## src/rtl/traffic_pkg.sv

```systemverilog
`default_nettype none
// ============================================================================
//  Module   : traffic_pkg
//  Purpose  : Shared types and constants for the two-approach intersection
//             controller: phase encoding, lamp patterns, phase successor.
//  Revision : 1.0  initial release
// ============================================================================
package traffic_pkg;

    // Phase codes are exported on the phase port, so values are fixed.
    typedef enum logic [2:0] {
        CLR_A  = 3'd0,
        NS_GRN = 3'd1,
        NS_YEL = 3'd2,
        CLR_B  = 3'd3,
        EW_GRN = 3'd4,
        EW_YEL = 3'd5,
        NIGHT  = 3'd6
    } phase_e;

    // Lamp patterns, {red, yellow, green}, active-high.
    localparam logic [2:0] LAMP_R   = 3'b100;
    localparam logic [2:0] LAMP_Y   = 3'b010;
    localparam logic [2:0] LAMP_G   = 3'b001;
    localparam logic [2:0] LAMP_OFF = 3'b000;

    // Normal day-cycle successor. NIGHT is handled separately by the FSM and
    // falls back to the safe all-red start here.
    function automatic phase_e phase_succ(input phase_e p);
        phase_e r;
        case (p)
            CLR_A:   r = NS_GRN;
            NS_GRN:  r = NS_YEL;
            NS_YEL:  r = CLR_B;
            CLR_B:   r = EW_GRN;
            EW_GRN:  r = EW_YEL;
            EW_YEL:  r = CLR_A;
            default: r = CLR_A;
        endcase
        return r;
    endfunction

endpackage : traffic_pkg
`default_nettype wire

```

## src/rtl/traffic_light_ctrl_tick_gen.sv

```systemverilog
`default_nettype none
// ============================================================================
//  Module   : tick_gen
//  Purpose  : Prescaler that divides clk down to a one-cycle 1 Hz tick.
//             The tick is high while the counter sits at CLK_HZ-1, so the
//             first tick is consumed CLK_HZ edges after reset release.
//  Revision : 1.0  initial release
// ============================================================================
module tick_gen #(
    parameter int CLK_HZ = 24_000_000
) (
    input  logic clk,
    input  logic rst,
    output logic o_tick
);

    localparam int CNT_W = (CLK_HZ > 1) ? $clog2(CLK_HZ) : 1;
    localparam logic [CNT_W-1:0] c_term_cnt = CNT_W'(CLK_HZ - 1);

    logic [CNT_W-1:0] r_cnt;
    logic             w_term;

    assign w_term = (r_cnt == c_term_cnt);
    assign o_tick = w_term;

    // Free-running prescaler, wraps to zero at the terminal count.
    always_ff @(posedge clk) begin
        if (rst) begin
            r_cnt <= '0;
        end else if (w_term) begin
            r_cnt <= '0;
        end else begin
            r_cnt <= r_cnt + CNT_W'(1);
        end
    end

endmodule : tick_gen
`default_nettype wire

```

## src/rtl/traffic_light_ctrl.sv

```systemverilog
`default_nettype none
// ============================================================================
//  Module   : traffic_light_ctrl
//  Purpose  : NS/EW intersection controller with all-red clearance between
//             approaches and a night flashing-yellow mode. Phase lengths are
//             given in seconds and timed from a 1 Hz prescaler tick.
//  Options  : PED_REQ_EN - pedestrian request latch that truncates a green
//             once MIN_GRN_S seconds of it have elapsed.
//  Revision : 1.0  initial release
// ============================================================================
module traffic_light_ctrl
    import traffic_pkg::*;
#(
    parameter int CLK_HZ    = 24_000_000,
    parameter int GRN_S     = 31,
    parameter int YEL_S     = 9,
    parameter int CLR_S     = 2,
    parameter int MIN_GRN_S = 5,
    localparam int MAX_S    = (GRN_S > YEL_S) ? ((GRN_S > CLR_S) ? GRN_S : CLR_S)
                                              : ((YEL_S > CLR_S) ? YEL_S : CLR_S),
    localparam int SEC_W    = $clog2(MAX_S + 1)
) (
    input  logic             clk,
    input  logic             rst,
    input  logic             night,
    input  logic             ped_req,
    output logic [2:0]       ns_lamp,
    output logic [2:0]       ew_lamp,
    output logic [2:0]       phase,
    output logic [SEC_W-1:0] sec_left
);

    phase_e           r_phase;
    logic [SEC_W-1:0] r_sec_cnt;
    logic             r_blink;
    logic [2:0]       r_ns_lamp;
    logic [2:0]       r_ew_lamp;

    logic             w_tick;
    logic [SEC_W-1:0] w_dur;
    logic             w_last;
    logic             w_is_grn;
    logic             w_ped_cut;
    phase_e           w_next_phase;
    logic [SEC_W-1:0] w_next_cnt;
    logic             w_next_blink;
    logic [2:0]       w_ns_next;
    logic [2:0]       w_ew_next;

    tick_gen #(
        .CLK_HZ (CLK_HZ)
    ) u_tick_gen (
        .clk    (clk),
        .rst    (rst),
        .o_tick (w_tick)
    );

    // Duration of the current phase in seconds.
    always_comb begin
        w_dur = SEC_W'(CLR_S);
        case (r_phase)
            NS_GRN, EW_GRN: w_dur = SEC_W'(GRN_S);
            NS_YEL, EW_YEL: w_dur = SEC_W'(YEL_S);
            default:        w_dur = SEC_W'(CLR_S);
        endcase
    end

    assign w_is_grn = (r_phase == NS_GRN) || (r_phase == EW_GRN);
    assign w_last   = w_tick && (r_sec_cnt == (w_dur - SEC_W'(1)));

`ifdef PED_REQ_EN
    logic r_ped;

    // A tick with sec_cnt = MIN_GRN_S-1 completes MIN_GRN_S whole seconds of
    // green, which is the earliest point a pending request may cut it short.
    assign w_ped_cut = w_tick && r_ped && w_is_grn &&
                       (r_sec_cnt >= SEC_W'(MIN_GRN_S - 1));

    // Sticky request latch; cleared when a clearance phase is entered so a
    // request only ever shortens the green that follows it.
    always_ff @(posedge clk) begin
        if (rst) begin
            r_ped <= 1'b0;
        end else if (((w_next_phase == CLR_A) || (w_next_phase == CLR_B)) &&
                     (w_next_phase != r_phase)) begin
            r_ped <= 1'b0;
        end else if (ped_req) begin
            r_ped <= 1'b1;
        end
    end
`else
    logic w_unused_ped;

    assign w_ped_cut    = 1'b0;
    assign w_unused_ped = ped_req ^ w_is_grn ^ (MIN_GRN_S < 1);
`endif

    // Next phase, second counter and blink state.
    always_comb begin
        w_next_phase = r_phase;
        w_next_cnt   = r_sec_cnt;
        w_next_blink = r_blink;
        if (r_phase == NIGHT) begin
            if (!night) begin
                // Leave night through all-red, never straight into a green.
                w_next_phase = CLR_A;
                w_next_cnt   = '0;
            end else if (w_tick) begin
                w_next_blink = ~r_blink;
            end
        end else if (night) begin
            w_next_phase = NIGHT;
            w_next_cnt   = '0;
            w_next_blink = 1'b1;
        end else if (w_last || w_ped_cut) begin
            w_next_phase = phase_succ(r_phase);
            w_next_cnt   = '0;
        end else if (w_tick) begin
            w_next_cnt   = r_sec_cnt + SEC_W'(1);
        end
    end

    // Lamp decode from the next phase so lamps move on the same edge as it.
    always_comb begin
        w_ns_next = LAMP_R;
        w_ew_next = LAMP_R;
        case (w_next_phase)
            NS_GRN:  w_ns_next = LAMP_G;
            NS_YEL:  w_ns_next = LAMP_Y;
            EW_GRN:  w_ew_next = LAMP_G;
            EW_YEL:  w_ew_next = LAMP_Y;
            NIGHT: begin
                w_ns_next = w_next_blink ? LAMP_Y : LAMP_OFF;
                w_ew_next = w_next_blink ? LAMP_Y : LAMP_OFF;
            end
            default: begin
                w_ns_next = LAMP_R;
                w_ew_next = LAMP_R;
            end
        endcase
    end

    // Phase FSM, second counter, blink flop and lamp registers.
    always_ff @(posedge clk) begin
        if (rst) begin
            r_phase   <= CLR_A;
            r_sec_cnt <= '0;
            r_blink   <= 1'b0;
            r_ns_lamp <= LAMP_R;
            r_ew_lamp <= LAMP_R;
        end else begin
            r_phase   <= w_next_phase;
            r_sec_cnt <= w_next_cnt;
            r_blink   <= w_next_blink;
            r_ns_lamp <= w_ns_next;
            r_ew_lamp <= w_ew_next;
        end
    end

    assign ns_lamp  = r_ns_lamp;
    assign ew_lamp  = r_ew_lamp;
    assign phase    = r_phase;
    assign sec_left = (r_phase == NIGHT) ? '0 : (w_dur - r_sec_cnt);

endmodule : traffic_light_ctrl
`default_nettype wire

```

## config.mk

```make
export PLATFORM = sky130hd
export DESIGN_NAME = traffic_light_ctrl
export DESIGN_NICKNAME = d
export VERILOG_FILES = /design/src/rtl/traffic_pkg.sv /design/src/rtl/traffic_light_ctrl_tick_gen.sv /design/src/rtl/traffic_light_ctrl.sv
export SDC_FILE = /design/constraint.sdc
export NUM_CORES = 1
export LEC_CHECK = 0
export CAP_MARGIN = 20
export CORE_ASPECT_RATIO = 0.75
export CORE_MARGIN = 2
export CORE_UTILIZATION = 55
export CTS_CLUSTER_SIZE = 20
export DETAILED_ROUTE_END_ITERATION = 8
export DONT_BUFFER_PORTS = 1
export HOLD_SLACK_MARGIN = 0.12
export PLACE_DENSITY = 0.72
export REMOVE_ABC_BUFFERS = 1
export SETUP_SLACK_MARGIN = 0.15
export SKIP_LAST_GASP = 1
export SYNTH_ARGS = -nofsm -noshare
export SYNTH_HDL_FRONTEND = slang
export SYNTH_HIERARCHICAL = 1
export SYNTH_SLANG_ARGS = --single-unit
export TNS_END_PERCENT = 1
```

## constraint.sdc

```tcl
create_clock -name clk -period 3.75 [get_ports clk]
set_input_delay 0.375 -clock clk [delete_from_list [all_inputs] [get_ports clk]]
set_output_delay 0.375 -clock clk [all_outputs]
set_load 0.01 [all_outputs]
```

==> results_dict.tcl, run 1 <==
set metrics [dict create \
    status "completed" \
    finalNetCount 282 \
    grt_pass1_vias 1676 \
    drt-total-wl_um 4540 \
    synth_top_family_by_area "simple AND/OR/NAND/NOR gates" \
    critical_path_required_ns 3.99 \
    yosys.area.top_type "dfxtp_1" \
    yosysWarningCount 6 \
    irDropWorstVdd_v 0.000194 \
    synth_xor_area_frac 0.0693 \
    cts.clk_slew.worst_paths_ns 0.08 \
    h-tree-depth 2 \
    start_kind "flip-flop" \
    muxShareOfSynthArea 0.00880 \
    fmax_mhz 318 \
    overflow 0 \
    dp.cells 319 \
    diodes 0 \
    synth_edf_count 0 \
    drtIter0Drc 181 \
    synthArstFlopShare 0 \
    cp.arrival_ns 3.38 \
    cts_buffers 5 \
    ys_ff_latch 40 \
    wl_per_cell_um 13.9 \
    clk_path_buf_depth 2 \
    antenna_left 0 \
    grt_max_degree 25 \
    hpwlAfterDp_um 3240 \
    rsz0062_at_grt "false" \
    vias_per_cell 5.89 \
    ys_seq_area_frac 0.352 \
    die_h_um 59.7 \
    grt_use_total 0.218 \
    crit_slowest_cell "or4_1" \
    synth_compound_area_frac 0.189 \
    chipWidth_um 78.3 \
    yosys.area_share.adder 0.0418 \
    skew_ns 0.00443 \
    post-cts-setup-buffers 0 \
    syn_avg_cell_area_um2 8.33 \
    synthSimpleGateAreaFrac 0.281 \
    area_growth_pct 5.39 \
    hold_viol 0 \
    drv_cap 0 \
    cts_resized 0 \
    crit_chain "or4b_1 -> or4_1 -> nor3_1 -> buf_4 -> nand3b_1 -> nor2_1 -> a21oi_1 -> xnor2_1 -> and4_1" \
    clock_sinks 40 \
    hp-class "primary input to flip-flop" \
    leakagePower_nw 0.820 \
    syn_inst 273 \
    start_util 0.568 \
    relSlewSlack 0.604 \
    finalCriticalPeriod_ns 3.15 \
    io_pins 18 \
    clkLatencyLatePin_ns 0.29 \
    totalPowerFinal_mw 0.812 \
    p_per_area_nw_per_um2 339 \
    postCtsHoldBufs 0 \
    gp_congestion 0.823 \
    critical_path_class "flip-flop to flip-flop" \
    root_buffer "clkbuf_8" \
    antenna_found_initial 0 \
    fin_crit_sh 0.839 \
    port_buffers 0 \
    final-max-slew-violation-count 0 \
    dr.pass1.iters 5 \
    coreArea_um2 4000 \
    synth_cell_type_count 48 \
    tightest_slew_ns 0.594 \
    post_synth_instance_area_um2 2270 \
    cp-end-kind "flip-flop" \
    num_rows 20 \
    grt_pass1_wl_um 7960 \
    path_max_fanout 7 \
    cpPeakStageDelay_ns 0.67 \
    setup_tns_ns 0 \
    synth_ff_type "dfxtp_1" \
    final_cells 327 \
    synth_top_area_share 0.352 \
    finalSetupViolations 0 \
    die_area_um2 4670 \
    drive_gt1_frac 0.0588 \
    vias 1926 \
    ys_top_cells_by_area "dfxtp_1, nor2_1, a21oi_1" \
    cts_tree "yes" \
    drc 0 \
]
stage by stage:
| stage | area [µm²] | worst slack, ns | util | hold WS [ns] |
|---|---|---|---|---|
| finish | 2400 | 0.602 | 0.599 | 0.142 |
| global route | 2400 | 0.274 | 0.599 | 0.132 |
| CTS | 2400 | 0.570 | 0.599 | 0.137 |
| detailed placement | 2310 | 0.612 | 0.576 | 0.449 |
| global placement | 2310 | 0.630 | 0.576 | 0.435 |
| floorplan | 2210 | 0.723 | - | 0.422 |
path summary, 6_finish.rpt:
path	start	endpoint	slack, ns	cells past startpoint
hold reg to reg	u_tick_gen/r_cnt[0]	u_tick_gen/r_cnt[0]	0.47	1
setup reg to reg	u_tick_gen/r_cnt[9]	phase[0]	0.60	9
hold / removal	rst	u_tick_gen/r_cnt[16]	0.14	1
setup / recovery	u_tick_gen/r_cnt[9]	phase[0]	0.60	9
cell usage in the layout, fill, tap and decap left out, types with 2 or more instances in the layout:
| cell type | count |
|---|---|
| a211oi_1 | 3 |
| a21o_1 | 2 |
| a21oi_1 | 19 |
| a311oi_1 | 2 |
| a31oi_1 | 6 |
| and2_1 | 2 |
| and3_1 | 4 |
| and3b_1 | 2 |
| and4_1 | 8 |
| buf_4 | 4 |
| clkbuf_1 | 2 |
| clkbuf_8 | 6 |
| dfxtp_1 | 40 |
| ha_1 | 6 |
| inv_1 | 18 |
| mux2i_1 | 2 |
| nand2_1 | 13 |
| nand2b_1 | 3 |
| nand3_1 | 11 |
| nand3b_1 | 2 |
| nand4_1 | 9 |
| nor2_1 | 33 |
| nor3_1 | 4 |
| nor3_2 | 2 |
| nor4_1 | 3 |
| o211ai_1 | 2 |
| o21a_1 | 2 |
| o21ai_0 | 10 |
| o31ai_1 | 6 |
| or3_1 | 6 |
| or4_1 | 7 |
| xnor2_1 | 9 |
| xor2_1 | 9 |
critical path: cells and delay by family, from the launching register on:
family | cells | cell delay (ns)
AND/OR/NAND/NOR | 6 | 2.19
buffers and inverters | 1 | 0.17
flip-flops | 1 | 0.36
XOR/XNOR | 1 | 0.23
AO/OA/AOI/OAI | 1 | 0.15
cells by family after synthesis:
group | after synthesis
XOR/XNOR | 18
flip-flops | 40
multiplexers | 2
adder cells (fa/ha/maj) | 7
AO/OA/AOI/OAI | 61
buffers and inverters | 31
AND/OR/NAND/NOR | 114
registers in the layout (all words and copies together) (netlist names):
signal,cells
ew_lamp,3
phase,3
ns_lamp,3
r_blink,1
u_tick_gen/r_cnt,25
r_sec_cnt,5
layer usage:
| metal | vias to the layer above | track usage | routed length, µm |
|---|---|---|---|
| met5 | - | 0 | 0 |
| met2 | 34 | 0.309 | 1910 |
| met4 | 0 | 0.0602 | 43 |
| met1 | 893 | 0.326 | 2370 |
| li1 | 994 | - | - |
| met3 | 5 | 0.0559 | 219 |
cell type report:
cell class                 instances  area (µm²)
clock buffer                       8        90.1
fill                             363        1610
inverter                          18        67.6
multi-input combinational        202        1340
sequential                        40         801
tap                               55        68.8
timing repair buffer               4        30.0
where the power goes:
group	internal [mW]	switching (mW)	total, mW
clock network	0.150	0.145	0.295
registers	0.436	0.0135	0.449
logic	0.0274	0.0402	0.0676
synth_stat cells, drive strengths merged (4+ instances only):
cell    count
or3         6
buf         4
xnor2       9
and4        8
and3        4
inv        18
dfxtp      40
a21oi      19
nand3      11
or4         7
o31ai       7
o21ai      10
nand4       9
nor2       33
xor2        9
nand2      13
nor3        6
a31oi       6
ha          6
clkbuf      9
No activity file was read; power rests on OpenSTA's default activity.
==> inputs of run 2 (changes only) <==
Settings changed: PLACE_DENSITY 0.72 to 0.75.
Clock period 3.75 ns to 2.62 ns, I/O delays scaled along.
==> run 2 against run 1 <==
  * The run now ends with setup timing left
  * Global-route usage grew 3.1 points
  * Highest routed layer unchanged
  * Cell count is 15% higher
  * Sequential cell count stayed put
  * Sequential share of layout area down 5.3 points
  * First-iteration DRC count down 22%
==> results_dict.tcl, run 2 (synthesis gave the netlist of run 1 again) <==
set metrics [dict create \
    finalSetupViolations 7 \
    cp-end-kind "flip-flop" \
    rrSetupSlack_ns -0.06 \
    whs_path_depth 2 \
    gp_congestion 0.899 \
    clock_power_share 0.395 \
    hpwlAfterDp_um 3740 \
    utilization 0.713 \
    cts_tree "yes" \
    largest_registers "u_tick_gen/r_cnt (25), r_sec_cnt (5)" \
    finalNetCount 330 \
    grt_use_total 0.249 \
    drtIter0Drc 141 \
    num_rows 20 \
    wl_per_cell_um 14.8 \
    netSwitchingPower_mw 0.322 \
    met3_usage 0.0544 \
    antenna_found_initial 0 \
    min_to "ew_lamp[2]" \
    drc 0 \
    power_frac_comb 0.112 \
    worst_r2r_endpoint "ns_lamp[1]" \
    grtUsageMet2 0.352 \
    coreArea_um2 4000 \
    hp-class "primary input to flip-flop" \
    use_met1 0.361 \
    cp.arrival_ns 2.90 \
    cts_buffers 5 \
    root_buffer "clkbuf_8" \
    setup_tns_ns -0.188 \
    fin_crit_sh 1.02 \
    area_growth_pct 25.5 \
    diodes 0 \
    swShare 0.248 \
    leakagePower_nw 1.11 \
    grt_pass1_vias 1846 \
    start_util 0.568 \
    fmax_mhz 372 \
    irDropWorstVdd_v 0.000315 \
    relSlewSlack 0.659 \
    tightest_slew_ns 0.510 \
    status "finished with violations" \
    skew_ns 0.00911 \
    largest_reg_flops 25 \
    h-tree-depth 2 \
    hold_viol 0 \
    hold_ws_ns 0.142 \
    rsz0062_at_grt "true" \
    drive_gt1_frac 0.200 \
    io_pins 18 \
    clk_path_buf_depth 2 \
    drv_cap 0 \
    start_kind "flip-flop" \
    nFillCells 307 \
    grt_max_degree 25 \
    cts.clk_slew.worst_paths_ns 0.08 \
    r2r_cells 8 \
    vias_per_cell 5.75 \
    final_cell_mix "dfxtp_1, buf_4, nor2_1" \
    path_max_fanout 5 \
    power.internal_mw 0.976 \
    overflow 0 \
    chipWidth_um 78.3 \
    vias 2158 \
    seqPwrFrac 0.493 \
    antenna_left 0 \
    clkLatencyLatePin_ns 0.30 \
    timing.rr.start "u_tick_gen/r_cnt[11]" \
    critical_path_class "flip-flop to flip-flop" \
    p_per_area_nw_per_um2 455 \
    grt_pass1_wl_um 8870 \
    clock_sinks 40 \
    final-max-slew-violation-count 0 \
    fin_ws_ns -0.0649 \
    failed_checks "setup timing" \
    hp-start "rst" \
    regMostFlops "u_tick_gen/r_cnt" \
    critical_path_required_ns 2.83 \
    port_buffers 0 \
    die_area_um2 4670 \
    finalCriticalPeriod_ns 2.68 \
    drt-total-wl_um 5550 \
    die_h_um 59.7 \
    dr.pass1.iters 4 \
    grt_busiest_layer "met1" \
]
==> run 2: cell types whose count changed in the layout (fill, tap and decap cells not counted), moves of 2 or more <==
cell / delta
buf_4: +36
dlygate4sd3_1: +12
nor2_1: -3
nor2_2: +3
nor4_1: -2
nor4_2: +2
==> run 2: per-stage QoR <==
step | setup WS (ns) | power [mW] | cells | cell area [µm²]
2_1_floorplan | -0.407 | 0.732 | 260 | 2210
3_3_place_gp | -0.0873 | 0.775 | 353 | 2560
3_5_place_dp | -0.201 | 0.779 | 353 | 2560
4_1_cts | -0.0894 | 1.29 | 373 | 2820
5_1_grt | -0.171 | 1.35 | 375 | 2850
6_report | -0.0649 | 1.30 | 375 | 2850
==> run 2: layout make-up <==
class / instances / area (µm²) / area share
clock buffers: 6 / 72.6 / 0.0254
multi-input cells: 202 / 1390 / 0.487
well taps: 55 / 68.8 / 0.0241
repair buffers: 52 / 420 / 0.147
clock inverters: 2 / 35.0 / 0.0123
inverters: 18 / 67.6 / 0.0237
flip-flops and latches: 40 / 801 / 0.281
==> run 2: worst max path at each step <==
stage / from / to / depth (start not counted)
2_1_floorplan: u_tick_gen/r_cnt[9] / phase[0] / 8
3_3_place_gp: u_tick_gen/r_cnt[11] / phase[0] / 8
3_5_place_dp: u_tick_gen/r_cnt[11] / ns_lamp[1] / 8
4_1_cts: u_tick_gen/r_cnt[11] / r_sec_cnt[2] / 9
5_1_grt: u_tick_gen/r_cnt[11] / ns_lamp[1] / 8
6_report: u_tick_gen/r_cnt[11] / ns_lamp[1] / 8
==> run 2: power by group through the flow <==
stage                     clock network (mW)  logic [mW]  registers, mW
after floorplan                            0      0.0766          0.656
after global placement                     0       0.122          0.653
after detailed placement                   0       0.125          0.653
after CTS                              0.513       0.136          0.639
after global routing                   0.546       0.160          0.643
final                                  0.512       0.146          0.640
==> run 2: what timing repair did <==
item / in CTS / in global routing
resized for setup: 8 / 5
hold endpoints to repair: 22 / 11
buffers inserted: 1 / 1
pin swaps: 6 / 5
hold buffers: 11 / 1
endpoints found under the setup margin: 18 / 21
==> run 2: worst max-delay path, cell delays in order (launching register included) <==
cell,delay (ns)
dfxtp_1,0.31
or4b_1,0.51
or4_4,0.54
nor3_4,0.17
nand3b_1,0.25
nor3_2,0.27
o21bai_2,0.10
o21a_1,0.18
nor4_2,0.26
==> run 2: layer usage <==
layer  vias to the layer above  part of all wire
met1                      1005              0.49
met5                         -                 0
met2                        57              0.43
met3                         8             0.064
li1                       1088                 -
met4                         0             0.018
